[src/rtl/phy_rx_pkg.sv]
// rtl/phy_rx_pkg.sv - shared constants and lane state encoding for the PHY RX symbol-lock path
//   COM_SYM        : comma symbol hunted for on every lane
//   *_W            : widths of the per-lane phase, COM and gap counters
//   lane_state_e   : HUNT / CHECK / SYNC lane states
package phy_rx_pkg;

  localparam logic [7:0] COM_SYM   = 8'hBC;
  localparam int         PHASE_W   = 3;
  localparam int         COM_CNT_W = 4;
  localparam int         GAP_CNT_W = 8;

  typedef enum logic [1:0] {
    ST_HUNT  = 2'd0,
    ST_CHECK = 2'd1,
    ST_SYNC  = 2'd2
  } lane_state_e;

endpackage

[src/rtl/phy_rx_sync_ctrl_if.sv]
// rtl/phy_rx_sync_ctrl_if.sv - lane inputs and aligned-byte outputs of the two-lane RX sync controller
//   enable           : lanes run while high, forced to HUNT when low
//   D_0, D_1         : serial lane bits, MSB first
//   data_0, data_1   : last aligned byte per lane
//   valid_0, valid_1 : one-cycle pulse when data_x updates
//   sync_0, sync_1   : lane locked
//   rx_active        : both lanes locked and enabled (registered)
//   master drives the lanes, slave is the controller
interface phy_rx_sync_ctrl_if;

  logic       enable;
  logic       D_0;
  logic       D_1;
  logic [7:0] data_0;
  logic [7:0] data_1;
  logic       valid_0;
  logic       valid_1;
  logic       sync_0;
  logic       sync_1;
  logic       rx_active;

  modport master (
    output enable, D_0, D_1,
    input  data_0, data_1, valid_0, valid_1, sync_0, sync_1, rx_active
  );

  modport slave (
    input  enable, D_0, D_1,
    output data_0, data_1, valid_0, valid_1, sync_0, sync_1, rx_active
  );

endinterface

[src/rtl/phy_rx_lane_sync.sv]
// rtl/phy_rx_lane_sync.sv - one lane: bit shifter, COM hunt, lock/loss FSM, aligned byte output
//   clk, reset : clock, asynchronous active-low reset
//   enable_i   : low forces HUNT, clears counters, valid and sync; shifter holds
//   d_i        : serial lane bit, MSB first
//   data_o     : last presented aligned byte
//   valid_o    : one-cycle pulse when data_o updates
//   sync_o     : lane locked
//   PHY_RX_COM_STRIP_EN : when defined, COM bytes in SYNC are not presented
module phy_rx_lane_sync
  import phy_rx_pkg::*;
#(
  parameter int SYNC_COMS  = 4,
  parameter int LOSS_BYTES = 16
) (
  input  logic       clk,
  input  logic       reset,
  input  logic       enable_i,
  input  logic       d_i,
  output logic [7:0] data_o,
  output logic       valid_o,
  output logic       sync_o
);

  localparam logic [COM_CNT_W-1:0] SYNC_TARGET = COM_CNT_W'(SYNC_COMS);
  localparam logic [GAP_CNT_W-1:0] LOSS_TARGET = GAP_CNT_W'(LOSS_BYTES);

  lane_state_e          state_q;
  logic [7:0]           sr_q;
  logic [PHASE_W-1:0]   phase_q;
  logic [COM_CNT_W-1:0] com_cnt_q;
  logic [GAP_CNT_W-1:0] gap_cnt_q;
  logic [7:0]           data_q;
  logic                 valid_q;
  logic                 sync_q;

  logic                 is_com;
  logic                 at_boundary;
  logic [COM_CNT_W-1:0] com_cnt_d;
  logic [GAP_CNT_W-1:0] gap_cnt_d;

  assign is_com      = (sr_q == COM_SYM);
  // Phase is zeroed on the edge that first sees a COM, so phase 7 lands
  // exactly when the next full byte sits in the shifter.
  assign at_boundary = (phase_q == '1);
  assign com_cnt_d   = com_cnt_q + COM_CNT_W'(1);
  assign gap_cnt_d   = gap_cnt_q + GAP_CNT_W'(1);

  always_ff @(posedge clk or negedge reset) begin
    if (!reset) begin
      state_q   <= ST_HUNT;
      sr_q      <= '0;
      phase_q   <= '0;
      com_cnt_q <= '0;
      gap_cnt_q <= '0;
      data_q    <= '0;
      valid_q   <= 1'b0;
      sync_q    <= 1'b0;
    end else if (!enable_i) begin
      state_q   <= ST_HUNT;
      phase_q   <= '0;
      com_cnt_q <= '0;
      gap_cnt_q <= '0;
      valid_q   <= 1'b0;
      sync_q    <= 1'b0;
    end else begin
      sr_q    <= {sr_q[6:0], d_i};
      phase_q <= phase_q + PHASE_W'(1);
      valid_q <= 1'b0;
      case (state_q)
        ST_HUNT: begin
          if (is_com) begin
            state_q   <= ST_CHECK;
            com_cnt_q <= COM_CNT_W'(1);
            phase_q   <= '0;
          end
        end
        ST_CHECK: begin
          if (at_boundary) begin
            if (is_com) begin
              com_cnt_q <= com_cnt_d;
              if (com_cnt_d == SYNC_TARGET) begin
                state_q   <= ST_SYNC;
                sync_q    <= 1'b1;
                gap_cnt_q <= '0;
              end
            end else begin
              // Hunting resumes on the next shifted window, not this byte.
              state_q   <= ST_HUNT;
              com_cnt_q <= '0;
            end
          end
        end
        ST_SYNC: begin
          if (at_boundary) begin
            if (is_com) begin
              gap_cnt_q <= '0;
`ifndef PHY_RX_COM_STRIP_EN
              data_q    <= sr_q;
              valid_q   <= 1'b1;
`endif
            end else if (gap_cnt_d == LOSS_TARGET) begin
              // The byte that exhausts the gap budget is not presented.
              state_q   <= ST_HUNT;
              sync_q    <= 1'b0;
              gap_cnt_q <= '0;
              com_cnt_q <= '0;
            end else begin
              gap_cnt_q <= gap_cnt_d;
              data_q    <= sr_q;
              valid_q   <= 1'b1;
            end
          end
        end
        default: state_q <= ST_HUNT;
      endcase
    end
  end

  assign data_o  = data_q;
  assign valid_o = valid_q;
  assign sync_o  = sync_q;

endmodule

[src/rtl/phy_rx_sync_ctrl.sv]
// rtl/phy_rx_sync_ctrl.sv - two-lane RX symbol-lock controller: lane instances plus rx_active gate
//   clk, reset : clock, asynchronous active-low reset
//   bus        : phy_rx_sync_ctrl_if slave (enable, D_x in; data_x, valid_x, sync_x, rx_active out)
//   PHY_RX_COM_STRIP_EN : when defined, COM bytes in SYNC are not presented on data_x/valid_x
module phy_rx_sync_ctrl #(
  parameter int SYNC_COMS  = 4,
  parameter int LOSS_BYTES = 16
) (
  input  logic               clk,
  input  logic               reset,
  phy_rx_sync_ctrl_if.slave  bus
);

  logic rx_active_q;

  phy_rx_lane_sync #(.SYNC_COMS(SYNC_COMS), .LOSS_BYTES(LOSS_BYTES)) u_lane0 (
    .clk      (clk),
    .reset    (reset),
    .enable_i (bus.enable),
    .d_i      (bus.D_0),
    .data_o   (bus.data_0),
    .valid_o  (bus.valid_0),
    .sync_o   (bus.sync_0)
  );

  phy_rx_lane_sync #(.SYNC_COMS(SYNC_COMS), .LOSS_BYTES(LOSS_BYTES)) u_lane1 (
    .clk      (clk),
    .reset    (reset),
    .enable_i (bus.enable),
    .d_i      (bus.D_1),
    .data_o   (bus.data_1),
    .valid_o  (bus.valid_1),
    .sync_o   (bus.sync_1)
  );

  always_ff @(posedge clk or negedge reset) begin
    if (!reset) begin
      rx_active_q <= 1'b0;
    end else begin
      rx_active_q <= bus.sync_0 & bus.sync_1 & bus.enable;
    end
  end

  assign bus.rx_active = rx_active_q;

endmodule

[src/flat_wrapper.sv]
// flat-port wrapper written by rule: the top's interface ports become plain ports
module phy_rx_sync_ctrl_flat 
#(
  parameter int SYNC_COMS  = 4,
  parameter int LOSS_BYTES = 16
)
  (clk, reset, bus_enable, bus_D_0, bus_D_1, bus_data_0, bus_data_1, bus_valid_0, bus_valid_1, bus_sync_0, bus_sync_1, bus_rx_active);
  phy_rx_sync_ctrl_if bus_i ();
  input  logic clk;
  input  logic reset;
  input wire logic [$bits(bus_i.enable)-1:0] bus_enable;
  input wire logic [$bits(bus_i.D_0)-1:0] bus_D_0;
  input wire logic [$bits(bus_i.D_1)-1:0] bus_D_1;
  output wire logic [$bits(bus_i.data_0)-1:0] bus_data_0;
  output wire logic [$bits(bus_i.data_1)-1:0] bus_data_1;
  output wire logic [$bits(bus_i.valid_0)-1:0] bus_valid_0;
  output wire logic [$bits(bus_i.valid_1)-1:0] bus_valid_1;
  output wire logic [$bits(bus_i.sync_0)-1:0] bus_sync_0;
  output wire logic [$bits(bus_i.sync_1)-1:0] bus_sync_1;
  output wire logic [$bits(bus_i.rx_active)-1:0] bus_rx_active;
  assign bus_i.enable = bus_enable;
  assign bus_i.D_0 = bus_D_0;
  assign bus_i.D_1 = bus_D_1;
  assign bus_data_0 = bus_i.data_0;
  assign bus_data_1 = bus_i.data_1;
  assign bus_valid_0 = bus_i.valid_0;
  assign bus_valid_1 = bus_i.valid_1;
  assign bus_sync_0 = bus_i.sync_0;
  assign bus_sync_1 = bus_i.sync_1;
  assign bus_rx_active = bus_i.rx_active;
  phy_rx_sync_ctrl #(.SYNC_COMS(SYNC_COMS), .LOSS_BYTES(LOSS_BYTES)) u_core (.clk(clk), .reset(reset), .bus(bus_i));
endmodule
[config.mk]
export PLATFORM = sky130hd
export DESIGN_NAME = phy_rx_sync_ctrl_flat
export DESIGN_NICKNAME = d
export VERILOG_FILES = /design/src/rtl/phy_rx_pkg.sv /design/src/rtl/phy_rx_sync_ctrl_if.sv /design/src/rtl/phy_rx_lane_sync.sv /design/src/rtl/phy_rx_sync_ctrl.sv /design/src/flat_wrapper.sv
export SDC_FILE = /design/constraint.sdc
export NUM_CORES = 1
export LEC_CHECK = 0
export ABC_AREA = 1
export CORE_AREA = 3 3 120 122
export CTS_CLUSTER_DIAMETER = 200
export DETAILED_ROUTE_END_ITERATION = 10
export DIE_AREA = 0 0 123 125
export PLACE_DENSITY = 0.42
export SLEW_MARGIN = 20
export SYNTH_ARGS = -nofsm -noshare
export SYNTH_HDL_FRONTEND = slang
export SYNTH_SLANG_ARGS = --single-unit
export TNS_END_PERCENT = 20
[constraint.sdc]
create_clock -name clk -period 2.1 [get_ports clk]
set_input_delay 0.63 -clock clk [delete_from_list [all_inputs] [get_ports clk]]
set_output_delay 0.63 -clock clk [all_outputs]
set_load 0.005 [all_outputs]
Word-level counts from Yosys, hierarchy flattened. Index checks and enable logic that the tools add are counted.

Register bits after elaboration: 71. Latch bits: 0. Bits in writable memories: 0. ROM bits: 0. Input port bits: 5. Output and inout port bits: 21. Logic and storage cells: 157. Memories: 0.

$add $sub $neg: 6. $mul: 0. Divide/modulo/power cells: 0. $lt $le $gt $ge: 0. Equality and inequality tests: 34. Shift operators: 0. Mux-type cells: 86. Bitwise logic cells: 2. Reduce and logical (&&, ||, !) cells: 12.

Operators with widths (count): 8-bit two-way mux (18); 4-bit two-way mux (14); 3-bit inequality test (second input constant) (14); 2-bit two-way mux (16); 8-bit one-hot mux with 2 select lines (2); 1-bit two-way mux (24); 4-bit one-hot mux with 3 select lines (2); 6-bit AND reduction (4); 3-bit two-way mux (6); 8-bit by 1-bit adder with 8-bit output (second input constant) (2); 8-bit by 5-bit == test with 1-bit output (second input constant) (2); 8-bit == test (second input constant) (2); 7-bit AND reduction (2); 2-bit one-hot mux with 3 select lines (2); 5-bit AND reduction (2); 4-bit by 1-bit adder with 4-bit output (second input constant) (2); 4-bit by 3-bit == test with 1-bit output (second input constant) (2); 4-bit by 1-bit inequality test with 1-bit output (second input constant) (2); 4-bit inequality test (second input constant) (2); 4-bit AND reduction (2); 3-bit by 1-bit adder with 3-bit output (second input constant) (2); 3-bit == test (second input constant) (2); 3-bit by 1-bit inequality test with 1-bit output (second input constant) (2); 2-bit by 1-bit == test with 1-bit output (second input constant) (2); other kinds (5) (10).

Longest topological paths before layout.
Depth in word-level cells: 7. Mapped depth: 12. Gate-level depth less buffers: 12.

Hierarchy. Synthesis repeated with hierarchy kept, for this count alone.

Cell total of the unflattened synthesis: 480. Area total of the unflattened synthesis: 3980.1 um^2.

Modules (own cells, without submodules): phy_rx_lane_sync at u_core.u_lane1 (instances 1, cells an instance 240, area an instance 1974.4 um^2, seq. area each 875.8 um^2); phy_rx_lane_sync at u_core.u_lane0 (instances 1, cells an instance 236, area an instance 1966.9 um^2, seq. area each 875.8 um^2); phy_rx_sync_ctrl (instances 1, cells an instance 4, area an instance 38.8 um^2, seq. area each 25.0 um^2).

Least setup slack after synthesis. No wires, ideal clock.

Path kind: input to register. Start point: in bus_enable. End point: reg u_core.u_lane1.com_cnt_q[0]. Library setup time: 118 ps. Arrival time: 1508 ps. Data required time: 1982 ps. Path slack: 474 ps. Stages on the path: 9. Cell sequence: buf_2 nand2_1 inv_2 nand2_1 nand2_1 nor2_4 nand3_4 nand2_1 nand2_1.

Word-level cells in the longest chain between the ends: 2. Elaborated cells on any way between the ends: 8. Classes of those cells: 6 x eq/ne; 1 x mux; 1 x reduce/logical.

Ends and longest elaborated chain: start: declaration (line flat_wrapper.sv:11) `input wire logic [$bits(bus_i.enable)-1:0] bus_enable;`; 4-bit by 1-bit inequality test with 1-bit output (no source line) or 3-bit inequality test (tied branches); 6-bit AND reduction (no source line); end signal: assignment (line phy_rx_lane_sync.sv:80) `com_cnt_q <= com_cnt_d;`; end: declaration (line phy_rx_lane_sync.sv:30) `logic [COM_CNT_W-1:0] com_cnt_q;`.

Several ways; a longest one is shown, not always the timed one. A chain may end at the register's enable or synchronous reset.

Worst setup path after layout.
Start point: reg u_core.u_lane0.sync_q, in the netlist u_core.u_lane0.sync_o. End point: out bus_sync_0.

RTL lines: start: declaration (line phy_rx_lane_sync.sv:34) `logic sync_q;`; start signal: assignment (line phy_rx_lane_sync.sv:57) `sync_q <= 1'b0;`; start signal: assignment (line phy_rx_lane_sync.sv:64) `sync_q <= 1'b0;`; start signal: assignment (line phy_rx_lane_sync.sv:83) `sync_q <= 1'b1;`; end: declaration (line flat_wrapper.sv:18) `output wire logic [$bits(bus_i.sync_0)-1:0] bus_sync_0;`.

No word-level cell between the ends.

==> results.toml <==
[outcome]
status = "completed"

[setup_path]
r2r_setup_slack_ns = 0.26
r2r_cells = 10
end_kind = "output pin"
critPathSlowestCell = "clkdlybuf4s50_1"
worstPathMaxFanout = 3
rr_endpoint = "u_core.u_lane0.gap_cnt_q[2]$_DFFE_PN0P_"
cp_cell_sequence = "clkdlybuf4s50_1"
crit_arrival_ns = 1.30
start_kind = "flip-flop"
reg2reg_from = "u_core.u_lane0.state_q[0]$_DFFE_PN0P_"
crit_family = "buffers and inverters"
path_class = "reg -> out"
cpPeakStageDelay_ns = 0.54
required_ns = 1.47
cp_num_buf_inv = 1

[sta]
finalMaxSlewViolations = 0
hold_viol = 0
fin_crit_sh = 0.919
clock_skew_ns = 0.00523
setup_tns_ns = 0
rsz0062_at_grt = "no"
slew_headroom = 0.716
fin_ws_ns = 0.170
worstMarginPinSlew_ns = 0.425
fmax_ghz = 0.518
setup_viol = 0
final.min_clock_period_ns = 1.93

[job]
drv_cap = 0

[synth]
yosys.area.top_type_share = 0.447
syn_nets = 507
synth_cells = 484
syn_area_per_cell_um2 = 8.21
ys_top_cells_by_area = "dfrtp_1 (45%), nand2_1 (13%), nand4_1 (6.1%)"
yosys.area.top_type = "dfrtp_1"
yosysWarnings = 0
ys_ff_latch = 71
synth-seq-area-share = 0.447
synth-edff-count = 0
synth_flop_cell = "dfrtp_1"
syn_area_mm2 = 0.00397
synthArstFlopShare = 1.00
ys_types = 35

[clock_tree]
clkTransAtPathRegs_ns = 0.06
cts_num_sinks = 71
post_cts_buffers = 0
cts_inserted_buffers = 9
cts_resized = 0
tritoncts = "done"
clockRootBuffer = "clkbuf_16"
cts_max_path_buffers = 2
insertion_delay_ns = 0.33
cts_hold_buf = 0
cts.htree.levels = 3

[placed_design]
hpwl_mm = 6.24
routabilityCongestion = 0.763
portBuffers = 25
dpl.cell_count = 686
dp_slack_ns = 0.202
placed_cell_area_mm2 = 0.00447

[floorplan]
boundaryPins = 26
fp.dieH_um = 125
die_w_um = 123
die_area_mm2 = 0.0154
core_area_mm2 = 0.0133
fp-row-count = 42
initial_core_util = 0.299

[pwr]
power_density_mw_per_mm2 = 789
report.power.total_mw = 3.75
ir_drop_mv = 0.487
power_leakage_nw = 2.32

[routing]
dr.pass1.iters = 6
ant_nets = 0
wl_mm = 8.56
vias = 3195
remaining_drc_errors = 0
drt-wirelength-per-cell_um = 12.2
post_drt_via_cell_ratio = 4.55
drt_iter0_markers = 151

[cells_and_area]
area_growth_pct = 19.6
final_cell_mix = "nand2_1 (141), dfrtp_1 (71), inv_1 (64)"
fin_area_mm2 = 0.00475
final_nets = 544
n_antenna_cell = 0
drive_above_1_share = 0.120
fin_cells = 702
layout_commonest_cell = "nand2_1"

[grt]
grt_max_degree = 38
gr-usage-all-layers = 0.120
antenna_found_initial = 0
grt-ovfl-total = 0
grt_pass1_vias = 3098
grt_first_pass_wirelength_mm = 14.9

[hold_path]
hold_class = "in -> async"
-- cell families after synthesis --
kind of cell / after synthesis / share of synthesized area
flops: 71 / 0.447
compound gates: 46 / 0.0652
simple gates: 269 / 0.347
buf+inv: 77 / 0.0769
xor+xnor: 3 / 0.00662
fa+ha+maj: 18 / 0.0567
-- layer usage --
layer / vias up / global-route usage / routed length (µm)
li1: 1653 / - / -
met1: 1509 / 0.154 / 4060
met2: 27 / 0.193 / 4080
met3: 6 / 0.0429 / 322
met4: 0 / 0.0300 / 94
met5: - / 0 / 0
-- worst max-delay path by stage --
stage / from / to / depth (start not counted)
detailed placement: bus_enable / u_core.u_lane1.com_cnt_q[1]$_DFFE_PN0P_ / 8
global placement: bus_enable / u_core.u_lane0.gap_cnt_q[2]$_DFFE_PN0P_ / 8
finish: u_core.u_lane0.sync_o$_DFFE_PN0P_ / bus_sync_0 / 1
floorplan: bus_enable / u_core.u_lane1.com_cnt_q[0]$_DFFE_PN0P_ / 9
global route: u_core.u_lane1.com_cnt_q[0]$_DFFE_PN0P_ / u_core.u_lane1.gap_cnt_q[7]$_DFFE_PN0P_ / 8
CTS: u_core.u_lane0.sync_o$_DFFE_PN0P_ / bus_sync_0 / 1
-- stage by stage --
| stage | hold slack, ns | util |
|---|---|---|
| finish | 0.186 | 0.357 |
| global route | 0.202 | 0.357 |
| CTS | 0.192 | 0.357 |
| detailed placement | 0.431 | 0.336 |
| global placement | 0.423 | 0.336 |
| floorplan | 0.334 | - |
-- area by class of cell --
| type | instances | area, µm² |
|---|---|---|
| fillers | 1402 | 8550 |
| multi-input cells | 336 | 1890 |
| flip-flops and latches | 71 | 1780 |
| repair buffers | 35 | 330 |
| inverters | 68 | 255 |
| clock buffers | 11 | 243 |
| well taps | 176 | 220 |
| clock inverters | 5 | 33.8 |
-- flip-flops by register name (all words and copies together), names as in the netlist --
signal and cells:
u_core.u_lane1.com_cnt_q 4, u_core.u_lane1.valid_o 1, u_core.u_lane0.sync_o 1, u_core.u_lane0.com_cnt_q 4, u_core.bus.rx_active 1, u_core.u_lane1.state_q 2, u_core.u_lane1.gap_cnt_q 8, u_core.u_lane1.data_o 8
u_core.u_lane0.sr_q 8, u_core.u_lane1.sync_o 1, u_core.u_lane1.phase_q 3, u_core.u_lane0.valid_o 1, u_core.u_lane0.phase_q 3, u_core.u_lane0.data_o 8, u_core.u_lane0.state_q 2, u_core.u_lane1.sr_q 8
u_core.u_lane0.gap_cnt_q 8
-- cell usage after synthesis, types with 2 or more instances --
cell type,count
nand4_1,39
clkinv_1,2
o22ai_1,4
ha_1,18
nor2_4,6
xor2_1,3
a21oi_1,3
nor2_2,4
clkbuf_1,3
dfrtp_1,71
nand3_2,7
buf_2,4
inv_1,64
nor2_1,32
nand4_4,2
nand2_2,5
nand2_1,141
o21ai_0,28
nand3_1,21
nor3_1,2
nand3_4,4
o21ai_1,7
inv_2,2
-- report_power, final --
| group | internal (mW) | total (mW) | switching [mW] |
|---|---|---|---|
| Clock | 0.829 | 1.42 | 0.588 |
| Combinational | 0.278 | 0.722 | 0.444 |
| Sequential | 1.48 | 1.61 | 0.123 |
Power figures use the tool's default switching activity.
